### src/rtl/sh7034_ibus_pkg.sv
// Shared types and lane helpers for the SH7034 IBUS initiator.
package sh7034_ibus_pkg;

  localparam int unsigned ADDR_W = 28;
  localparam int unsigned DATA_W = 32;
  localparam int unsigned BA_W   = 4;
  localparam int unsigned CNT_W  = 4;

  typedef enum logic [1:0] {
    SZ_BYTE = 2'd0,
    SZ_WORD = 2'd1,
    SZ_LONG = 2'd2,
    SZ_RSVD = 2'd3
  } sz_e;

  typedef enum logic [1:0] {
    IDLE = 2'd0,
    ADDR = 2'd1,
    DATA = 2'd2,
    DONE = 2'd3
  } state_e;

  // Big-endian strobes: BA[3] is the lowest byte address (bits 31:24).
  function automatic logic [BA_W-1:0] ba_gen(input logic [1:0] a, input sz_e sz);
    case (sz)
      SZ_BYTE: return 4'b1000 >> a;
      SZ_WORD: return a[1] ? 4'b0011 : 4'b1100;
      SZ_LONG: return 4'b1111;
      default: return 4'b0000;
    endcase
  endfunction

  function automatic logic [DATA_W-1:0] wd_rep(input sz_e sz, input logic [DATA_W-1:0] wd);
    case (sz)
      SZ_BYTE: return {4{wd[7:0]}};
      SZ_WORD: return {2{wd[15:0]}};
      default: return wd;
    endcase
  endfunction

  function automatic logic [DATA_W-1:0] rd_ext(input logic [1:0] a, input sz_e sz,
                                               input logic sign, input logic [DATA_W-1:0] di);
    logic [7:0]  b;
    logic [15:0] h;
    case (a)
      2'd0:    b = di[31:24];
      2'd1:    b = di[23:16];
      2'd2:    b = di[15:8];
      default: b = di[7:0];
    endcase
    h = a[1] ? di[15:0] : di[31:16];
    case (sz)
      SZ_BYTE: return {{24{sign & b[7]}}, b};
      SZ_WORD: return {{16{sign & h[15]}}, h};
      default: return di;
    endcase
  endfunction

  function automatic logic misaligned(input logic [1:0] a, input sz_e sz);
    case (sz)
      SZ_BYTE: return 1'b0;
      SZ_WORD: return a[0];
      SZ_LONG: return a != 2'd0;
      default: return 1'b1;
    endcase
  endfunction

endpackage

### src/rtl/sh7034_ibus_lane.sv
// Byte-lane steering: strobe generation, write replication, read alignment/extension.
module sh7034_ibus_lane
  import sh7034_ibus_pkg::*;
(
  input  logic [1:0]        a,
  input  sz_e               sz,
  input  logic              sign,
  input  logic [DATA_W-1:0] wd,
  input  logic [DATA_W-1:0] di,
  output logic [BA_W-1:0]   ba_c,
  output logic [DATA_W-1:0] wdat_c,
  output logic [DATA_W-1:0] rdat_c
);

  assign ba_c   = ba_gen(a, sz);
  assign wdat_c = wd_rep(sz, wd);
  assign rdat_c = rd_ext(a, sz, sign, di);

endmodule

### src/rtl/sh7034_ibus_master.sv
// SH7034 IBUS initiator: turns single CPU load/store requests into IBUS transactions.
module sh7034_ibus_master
  import sh7034_ibus_pkg::*;
#(
  parameter int unsigned TIMEOUT = 15
) (
  input  logic              CLK,
  input  logic              RST_N,
  input  logic              CE_R,
  input  logic              CE_F,
  input  logic              REQ_VALID,
  input  logic [ADDR_W-1:0] REQ_A,
  input  logic              REQ_WE,
  input  logic [1:0]        REQ_SZ,
  input  logic              REQ_SIGN,
  input  logic [DATA_W-1:0] REQ_WD,
  output logic              REQ_ACK,
  output logic [DATA_W-1:0] REQ_RD,
  output logic              REQ_ERR,
  output logic              REQ_BUSY,
  output logic [ADDR_W-1:0] IBUS_A,
  output logic [DATA_W-1:0] IBUS_DO,
  input  logic [DATA_W-1:0] IBUS_DI,
  output logic [BA_W-1:0]   IBUS_BA,
  output logic              IBUS_WE,
  output logic              IBUS_REQ,
  input  logic              IBUS_BUSY,
  input  logic              IBUS_ACT
);

  state_e            state_q, state_n;
  logic [CNT_W-1:0]  cnt_q, cnt_n;
  logic [1:0]        a_q;
  logic              we_q, sign_q;
  sz_e               sz_q;
  logic              accept, capture, err_n, active_n;

  logic [1:0]        lane_a;
  sz_e               lane_sz;
  logic              lane_sign;
  logic [BA_W-1:0]   lane_ba;
  logic [DATA_W-1:0] lane_wd, lane_rd;

  logic              unused_ce_f;
  assign unused_ce_f = CE_F;

  // In IDLE the lane logic sees the incoming request so strobes/data register on accept.
  assign lane_a    = (state_q == IDLE) ? REQ_A[1:0]     : a_q;
  assign lane_sz   = (state_q == IDLE) ? sz_e'(REQ_SZ)  : sz_q;
  assign lane_sign = (state_q == IDLE) ? REQ_SIGN       : sign_q;

  sh7034_ibus_lane u_lane (
    .a      (lane_a),
    .sz     (lane_sz),
    .sign   (lane_sign),
    .wd     (REQ_WD),
    .di     (IBUS_DI),
    .ba_c   (lane_ba),
    .wdat_c (lane_wd),
    .rdat_c (lane_rd)
  );

  always_comb begin
    state_n = state_q;
    cnt_n   = cnt_q;
    accept  = 1'b0;
    capture = 1'b0;
    err_n   = 1'b0;
    case (state_q)
      IDLE: begin
        if (CE_R && REQ_VALID) begin
          accept = 1'b1;
          cnt_n  = '0;
          if (misaligned(REQ_A[1:0], sz_e'(REQ_SZ))) begin
            state_n = DONE;
            err_n   = 1'b1;
          end else begin
            state_n = ADDR;
          end
        end
      end
      ADDR: begin
        if (CE_R) begin
          if (!IBUS_ACT) begin
            cnt_n = cnt_q + CNT_W'(1);
            if (cnt_q == CNT_W'(TIMEOUT - 1)) begin
              state_n = DONE;
              err_n   = 1'b1;
            end
          end else if (IBUS_BUSY) begin
            cnt_n = '0;
          end else begin
            state_n = we_q ? DONE : DATA;
          end
        end
      end
      DATA: begin
        if (CE_R) begin
          capture = 1'b1;
          state_n = DONE;
        end
      end
      DONE:    state_n = IDLE;
      default: state_n = IDLE;
    endcase
  end

  assign active_n = (state_n == ADDR) || (state_n == DATA);

  always_ff @(posedge CLK or negedge RST_N) begin
    if (!RST_N) begin
      state_q  <= IDLE;
      cnt_q    <= '0;
      a_q      <= '0;
      we_q     <= 1'b0;
      sign_q   <= 1'b0;
      sz_q     <= SZ_BYTE;
      REQ_ACK  <= 1'b0;
      REQ_ERR  <= 1'b0;
      REQ_BUSY <= 1'b0;
      REQ_RD   <= '0;
      IBUS_A   <= '0;
      IBUS_DO  <= '0;
      IBUS_BA  <= '0;
      IBUS_WE  <= 1'b0;
      IBUS_REQ <= 1'b0;
    end else begin
      state_q <= state_n;
      cnt_q   <= cnt_n;
      if (accept) begin
        a_q    <= REQ_A[1:0];
        we_q   <= REQ_WE;
        sign_q <= REQ_SIGN;
        sz_q   <= sz_e'(REQ_SZ);
      end
      // Bus address/data only move when a transaction is actually issued.
      if (accept && (state_n == ADDR)) begin
        IBUS_A  <= REQ_A;
        IBUS_DO <= lane_wd;
      end
      if (capture) REQ_RD <= lane_rd;
      REQ_ACK  <= (state_n == DONE);
      REQ_ERR  <= (state_n == DONE) && err_n;
      REQ_BUSY <= (state_n != IDLE);
      IBUS_REQ <= active_n;
      IBUS_WE  <= (state_n == ADDR) && (accept ? REQ_WE : we_q);
      IBUS_BA  <= active_n ? lane_ba : '0;
    end
  end

endmodule

### config.mk
export PLATFORM = sky130hd
export DESIGN_NAME = sh7034_ibus_master
export DESIGN_NICKNAME = d
export VERILOG_FILES = /design/src/rtl/sh7034_ibus_pkg.sv /design/src/rtl/sh7034_ibus_lane.sv /design/src/rtl/sh7034_ibus_master.sv
export SDC_FILE = /design/constraint.sdc
export NUM_CORES = 1
export LEC_CHECK = 0
export ABC_AREA = 1
export CORE_UTILIZATION = 35
export DETAILED_ROUTE_END_ITERATION = 8
export DONT_BUFFER_PORTS = 1
export PLACE_DENSITY = 0.48
export SLEW_MARGIN = 10
export SYNTH_ARGS = -nofsm -noshare
export SYNTH_HDL_FRONTEND = slang
export SYNTH_SLANG_ARGS = --single-unit
### constraint.sdc
create_clock -name CLK -period 2.75 [get_ports CLK]
set_input_delay 0.55 -clock CLK [delete_from_list [all_inputs] [get_ports CLK]]
set_output_delay 0.55 -clock CLK [all_outputs]
set_load 0.02 [all_outputs]
==> results.toml, run 1 <==
[outcome]
outcome = "complete, but fails checks"
failed_checks = "negative hold slack"

[yosys]
dominantRegCellSynth = "sky130_fd_sc_hd__dfrtp_1"
ys_seq_area_share_pct = 50.4
synthesis.instances = 731
synth_enable_flop_cells = 0
yosys_register_bits = 113
synthArstFlopShare_pct = 100
synthDominantAreaCellType = "sky130_fd_sc_hd__dfrtp_1"
synth_top_area_share_pct = 50.4
synthesized_nets = 839
ys_top_cells_by_area = "sky130_fd_sc_hd__dfrtp_1 (50%), sky130_fd_sc_hd__nand2_1 (21%), sky130_fd_sc_hd__inv_1 (4.5%)"
yosysWarningCount = 0
syn_area_sq_mm = 0.00561
synth.avg_cell_area_sq_um = 7.68
yosys-top-cells-count = "sky130_fd_sc_hd__nand2_1 (321), sky130_fd_sc_hd__dfrtp_1 (113), sky130_fd_sc_hd__inv_1 (68)"
yosysMostFrequentCell = "sky130_fd_sc_hd__nand2_1"
synthDistinctLibCells = 33

[critical_path]
setup.worst_path.start_class = "register"
cp.arrival_ns = 2.86
worst_setup_path_startpoint = "state_q[0]$_DFF_PN0_"
worst-endpoint-required_ns = 3.08
crit_end = "IBUS_DO[19]$_DFFE_PN0P_"
setup.worst_path.class = "reg -> reg"
ff2ff_path_depth = 12
path_max_fanout = 28
rr_endpoint = "IBUS_DO[19]$_DFFE_PN0P_"
r2r_setup_slack_ns = 0.22
r2r-start = "state_q[0]$_DFF_PN0_"
timing.critical_path.to_type = "register"

[power]
p_seq_share_pct = 41.6
total_design_power_uw = 9260
leakage_power_figure_uw = 0.00343
power.combinational.fraction_pct = 33.1
power.density_cell_area_mw_per_mm2 = 1430
clock_power_share_pct = 25.4
internal-power_uw = 5060
power_switching_share_pct = 45.3
vdd_ir_drop_max_v = 0.000603
netSwitchingPower_uw = 4200

[grt]
grt-ovfl-total = 0
global_routing_usage_summed_across_all_routing_layers_pct = 19.6
largest_net_degree_at_the_start_of_global_routing = 114
grt_pass1_wl_mm = 24.8
number_of_global_route_vias_before_repair = 4702
number_of_antenna_violations_at_the_first_check_in_global_routing = 0

[worst_hold_path]
worst_hold_path_type = "in -> async"

[clock_tree]
tritoncts = "built"
clk_transition_reported_paths_ns = 0.06
cts_inserted_buffers = 17
clk_path_buf_depth = 2
cts_setup_buffers = 0
worstSkewPairLatency_ns = 0.41
clk_root_buffer_cell = "sky130_fd_sc_hd__clkbuf_16"
tritoncts_num_sinks = 113
htree_levels = 4

[timing]
tightest_slew_ns = 0.720
timing.final.crit_share_pct = 92.0
finalCriticalPeriod_ns = 2.53
fin_skew_ns = 0.00838
hold_viol_final = 113
hold_ws_ns = -0.162
setup-violations-final = 0
finalMaxSlewViolations = 0
setup-tns-final_ns = 0
relSlewSlack_pct = 52.0
max_freq_mhz = 395

[route]
routed-via-count = 4616
detail-route-antenna-nets = 0
drt_wl_total_mm = 15.5
drt_iter0_markers = 215
wl_per_cell_um = 16.2
drc = 0
dr.pass1.iters = 4
drt-vias-per-instance = 4.83

[place]
place.port_buffers = 0
place_congestion = 0.840
hpwlAfterDp_mm = 11.2

[die]
placementRows = 45
initial_core_util_pct = 36.4
die_area_sq_mm = 0.0166
die_height_um = 129
top_level_ports = 204
die_x_um = 129
core_sq_mm = 0.0154

[cells_and_area]
utilization_pct = 41.9
drive_gt1_share_pct = 11.8
nets = 840
antenna-diode-count = 0
layout-area-overhead-vs-synth_pct = 15.2

[job]
max-cap-violations = 0
-- layer usage --
metal | part of all wire (%) | vias to the layer above | track usage, %
met2 | 46 | 172 | 31.1
met4 | 1.5 | 0 | 7.61
li1 | - | 2281 | -
met5 | 0 | - | 0
met1 | 42 | 2146 | 23.6
met3 | 11 | 17 | 8.23
-- what timing repair did --
item                                    in CTS  in global routing
endpoints found under the hold margin      113                113
endpoints found under the setup margin       0                 24
gates resized for setup                      0                  3
-- metrics by stage --
stage          hold slack, ns  std cells  area (sq um)  setup slack [ns]
6_report               -0.162        956          6470             0.219
3_3_place_gp            0.257        924          5820             0.242
5_1_grt                -0.179        956          6470           -0.0415
4_1_cts                -0.182        956          6450             0.164
2_1_floorplan           0.254        731          5610             0.420
3_5_place_dp            0.259        924          5820             0.163
-- how the worst min path moves through the flow --
stage,cells after the start,endpoint,from,slack (ns)
3_5_place_dp,0,REQ_ERR$_DFF_PN0_,RST_N,0.26
2_1_floorplan,0,IBUS_A[0]$_DFFE_PN0P_,RST_N,0.25
3_3_place_gp,0,REQ_ERR$_DFF_PN0_,RST_N,0.26
4_1_cts,0,REQ_RD[4]$_DFFE_PN0P_,RST_N,-0.18
5_1_grt,0,REQ_BUSY$_DFF_PN0_,RST_N,-0.18
6_report,0,REQ_ERR$_DFF_PN0_,RST_N,-0.16
-- power by group through the flow --
stage / registers (uW) / logic (uW) / clock network (uW)
2_1_floorplan: 3670 / 2460 / 0
3_3_place_gp: 3880 / 3010 / 0
3_5_place_dp: 3880 / 3090 / 0
4_1_cts: 3870 / 3090 / 2390
5_1_grt: 3970 / 3550 / 2460
6_report: 3850 / 3060 / 2350
-- registers in the layout (all words and copies together) (netlist names), 2 cells and up --
name / count
IBUS_DO: 32
REQ_RD: 32
IBUS_A: 28
IBUS_BA: 4
cnt_q: 4
a_q: 2
state_q: 2
sz_q: 2
-- worst max-delay path: stages, from the launching register on --
cell                      delay, ns
sky130_fd_sc_hd__dfrtp_1       0.45
sky130_fd_sc_hd__inv_2         0.08
sky130_fd_sc_hd__nand2_2       0.12
sky130_fd_sc_hd__nor2_2        0.28
sky130_fd_sc_hd__inv_1         0.09
sky130_fd_sc_hd__o21ai_0       0.28
sky130_fd_sc_hd__nor3_2        0.10
sky130_fd_sc_hd__ha_1          0.22
sky130_fd_sc_hd__nand2_2       0.11
sky130_fd_sc_hd__buf_4         0.31
sky130_fd_sc_hd__buf_4         0.26
sky130_fd_sc_hd__nand2_1       0.06
sky130_fd_sc_hd__o21ai_1       0.08
-- cells in the final DEF, fill, tap and decap left out, types with 4 or more instances in the layout --
cell type / n
sky130_fd_sc_hd__buf_4: 8
sky130_fd_sc_hd__or2_2: 25
sky130_fd_sc_hd__inv_2: 4
sky130_fd_sc_hd__nor2_4: 4
sky130_fd_sc_hd__a2bb2oi_1: 10
sky130_fd_sc_hd__bufinv_16: 4
sky130_fd_sc_hd__nand2_2: 6
sky130_fd_sc_hd__clkbuf_16: 17
sky130_fd_sc_hd__ha_1: 5
sky130_fd_sc_hd__dfrtp_1: 113
sky130_fd_sc_hd__o21ai_0: 29
sky130_fd_sc_hd__nand2_1: 320
sky130_fd_sc_hd__nor2_1: 20
sky130_fd_sc_hd__a21oi_1: 13
sky130_fd_sc_hd__nand3_1: 47
sky130_fd_sc_hd__inv_1: 68
sky130_fd_sc_hd__o21ai_1: 5
sky130_fd_sc_hd__o21a_1: 11
-- layout make-up --
cell class | instances | area (sq um)
clock buffers | 19 | 443
flip-flops and latches | 113 | 2830
repair buffers | 9 | 71.3
multi-input cells | 519 | 2400
inverters | 72 | 270
well taps | 211 | 264
fillers | 1612 | 8960
clock inverters | 13 | 185
-- cell families after synthesis --
kind of cell             Yosys count  synth area share, %
AO/OA/AOI/OAI                     76                 8.22
AND/OR/NAND/NOR                  438                 33.1
flip-flops                       113                 50.4
buffers and inverters             99                 7.15
adder cells (fa/ha/maj)            5                 1.11
No activity file was read; power rests on OpenSTA's default activity.
==> inputs of run 2 (changes only) <==
--- a/config.mk
+++ b/config.mk
@@ -5,7 +5,6 @@
 export SDC_FILE = /design/constraint.sdc
 export NUM_CORES = 1
 export LEC_CHECK = 0
-export ABC_AREA = 1
 export CORE_UTILIZATION = 35
 export DETAILED_ROUTE_END_ITERATION = 8
 export DONT_BUFFER_PORTS = 1
==> constraint.sdc (replaced) <==
create_clock -name CLK -period 2.6 [get_ports CLK]
set_input_delay 0.52 -clock CLK [delete_from_list [all_inputs] [get_ports CLK]]
set_output_delay 0.52 -clock CLK [all_outputs]
set_load 0.02 [all_outputs]
==> run 2 against run 1 <==
Net effect: the run ends with design-rule violations, negative hold slack left; design area shrank 5.1%; global-route usage shrank 1.2 points; die area shrank 5.2%; critical path depth shrank 3; combinational power shrank 4%; via count shrank 19%; clock skew is essentially flat; first-iteration DRC count grew 36%; synthesized cell count shrank 35%; synthesized area shrank 5.3%; sequential share of layout area grew 2.4 points.
==> results.toml, run 2 <==
[outcome]
outcome = "complete, but fails checks"
failed_checks = "design-rule violations, negative hold slack"

[power]
leakage_power_figure_uw = 0.00266
vdd_ir_drop_max_v = 0.000593
power.density_cell_area_mw_per_mm2 = 1550

[cells_and_area]
nets = 587
reg_top3 = "IBUS_DO x32, REQ_RD x32, IBUS_A x28"
final_cell_mix = "sky130_fd_sc_hd__dfrtp_1 (113), sky130_fd_sc_hd__nand2_1 (51), sky130_fd_sc_hd__mux2_2 (42)"
layout-area-overhead-vs-synth_pct = 15.4
drive_gt1_share_pct = 22.2
finalNonFillerCells = 676
antenna-diode-count = 0
mostFrequentLayoutCell = "sky130_fd_sc_hd__dfrtp_1"
num-fill-cells = 1427

[yosys]
ys_top_cells_by_area = "sky130_fd_sc_hd__dfrtp_1 (53%), sky130_fd_sc_hd__mux2_2 (8.9%), sky130_fd_sc_hd__mux2i_1 (4.9%)"
synth.avg_cell_area_sq_um = 11.2
ys_seq_area_share_pct = 53.2
syn_area_sq_mm = 0.00532
synthesis.instances = 475
yosysWarningCount = 0
dominantRegCellSynth = "sky130_fd_sc_hd__dfrtp_1"
yosys_register_bits = 113
synth_enable_flop_cells = 0
synthesized_nets = 583
synth_top_area_share_pct = 53.2
yosys-top-cells-count = "sky130_fd_sc_hd__dfrtp_1 (113), sky130_fd_sc_hd__nand2_1 (52), sky130_fd_sc_hd__mux2_2 (42)"
synthDominantAreaCellType = "sky130_fd_sc_hd__dfrtp_1"
synthDistinctLibCells = 55
yosysMostFrequentCell = "sky130_fd_sc_hd__dfrtp_1"
synthArstFlopShare_pct = 100

[critical_path]
crit_chain = "nor2_1 > and3_1 > o221ai_1 > o21ai_0 > a311oi_1 > ha_1 > nand2_2 > buf_12 > mux2_2"
ff2ff_path_depth = 9
cell_family_with_most_cp_delay = "simple AND/OR/NAND/NOR gates"
setup.worst_path.class = "reg -> reg"
worst-path-buf-inv = 1
path_max_fanout = 84
crit_slowest_cell = "sky130_fd_sc_hd__dfrtp_1"
max_stage_delay_ns = 0.40
worst-endpoint-required_ns = 2.88
cp.arrival_ns = 2.69
r2r-start = "state_q[1]$_DFF_PN0_"
timing.critical_path.to_type = "register"
r2r_setup_slack_ns = 0.20
rr_endpoint = "IBUS_A[23]$_DFFE_PN0P_"
setup.worst_path.start_class = "register"

[route]
dr.pass1.iters = 7
drc = 20
wl_per_cell_um = 20.4
routed-via-count = 3760
drt_wl_total_mm = 13.8
drt-vias-per-instance = 5.56
drt_iter0_markers = 292
detail-route-antenna-nets = 0

[grt]
use_met2_pct = 28.9
groute.layer.met3.usage_pct = 8.77
number_of_global_route_vias_before_repair = 3901
grt_pass1_wl_mm = 22.0
largest_net_degree_at_the_start_of_global_routing = 114
number_of_antenna_violations_at_the_first_check_in_global_routing = 0
global_routing_usage_summed_across_all_routing_layers_pct = 18.4
gr-usage-met1_pct = 22.1
grt-ovfl-total = 0
highest_utilization_routing_layer_at_the_global_route_stage = "met2"

[die]
die_height_um = 125
placementRows = 44
core_sq_mm = 0.0147
initial_core_util_pct = 36.2
die_area_sq_mm = 0.0157
top_level_ports = 204
die_x_um = 125

[timing]
hold_viol_final = 113
fin_skew_ns = 0.00866
finalCriticalPeriod_ns = 2.40
hold_ws_ns = -0.186
tightest_slew_ns = 0.844
setup-tns-final_ns = 0
max_freq_mhz = 416
finalMaxSlewViolations = 0
timing.final.crit_share_pct = 92.4
setup-violations-final = 0
relSlewSlack_pct = 43.5
rsz0062_at_grt = "no"

[clock_tree]
postCtsResizedCells = 0
tritoncts = "built"
htree_levels = 4
cts_setup_buffers = 0
clk_path_buf_depth = 2
worstSkewPairLatency_ns = 0.40
clk_transition_reported_paths_ns = 0.05
clk_root_buffer_cell = "sky130_fd_sc_hd__clkbuf_16"
tritoncts_num_sinks = 113
cts_inserted_buffers = 17

[worst_hold_path]
worst_hold_path_type = "in -> async"

[place]
place_congestion = 0.798
hpwlAfterDp_mm = 9.46
place.detailed.instances = 644
place.port_buffers = 0

[job]
max-cap-violations = 0
[run 2: worst max-delay path by stage]
stage,startpoint,end,slack (ns),depth (start not counted)
2_1_floorplan,state_q[0]$_DFF_PN0_,IBUS_A[14]$_DFFE_PN0P_,0.08,12
3_3_place_gp,IBUS_ACT,IBUS_A[15]$_DFFE_PN0P_,0.19,8
3_5_place_dp,IBUS_ACT,IBUS_A[23]$_DFFE_PN0P_,0.15,8
4_1_cts,state_q[1]$_DFF_PN0_,IBUS_A[23]$_DFFE_PN0P_,0.23,9
5_1_grt,state_q[1]$_DFF_PN0_,IBUS_A[23]$_DFFE_PN0P_,0.004,9
6_report,state_q[1]$_DFF_PN0_,IBUS_A[23]$_DFFE_PN0P_,0.20,9
[run 2: layout make-up]
cell class | count | area (sq um) | area share (%)
inverter | 6 | 22.5 | 0.367
tap | 184 | 230 | 3.75
clock inverter | 10 | 158 | 2.57
sequential | 113 | 2830 | 46.1
multi-input combinational | 328 | 2320 | 37.9
clock buffer | 22 | 464 | 7.57
timing repair buffer | 13 | 110 | 1.79
[run 2: kinds of logic after synthesis]
family                     Yosys count  synth area share (%)
muxes                               69                  14.1
DFF                                113                  53.2
buffers and inverters               34                  3.15
and+or+nand+nor                    129                  11.4
adders and majority gates            5                  1.18
AOI/OAI and AO/OA                  125                  17.0
[run 2: through the flow]
step                      setup WS [ns]  util, %  instance area [sq um]  power, uW  hold slack (ns)
after floorplan                  0.0812        -                   5320       6280            0.224
after global placement            0.193     37.5                   5510       7050            0.229
after detailed placement          0.153     37.5                   5510       7110            0.227
after CTS                         0.228     41.7                   6130       9620           -0.212
after global routing            0.00366     41.7                   6130      10100           -0.218
final                             0.197     41.7                   6130       9510           -0.186
[run 2: metal layers]
metal	up-vias	wire (um)
met2	153	6580
met4	0	174
li1	1742	-
met1	1853	5630
met5	-	0
met3	12	1430
[run 2: report_power, final]
part | total [uW] | switching, uW | internal (uW)
registers | 4120 | 1540 | 2590
logic | 2950 | 1650 | 1290
clock network | 2440 | 788 | 1650
total | 9510 | 3980 | 5530
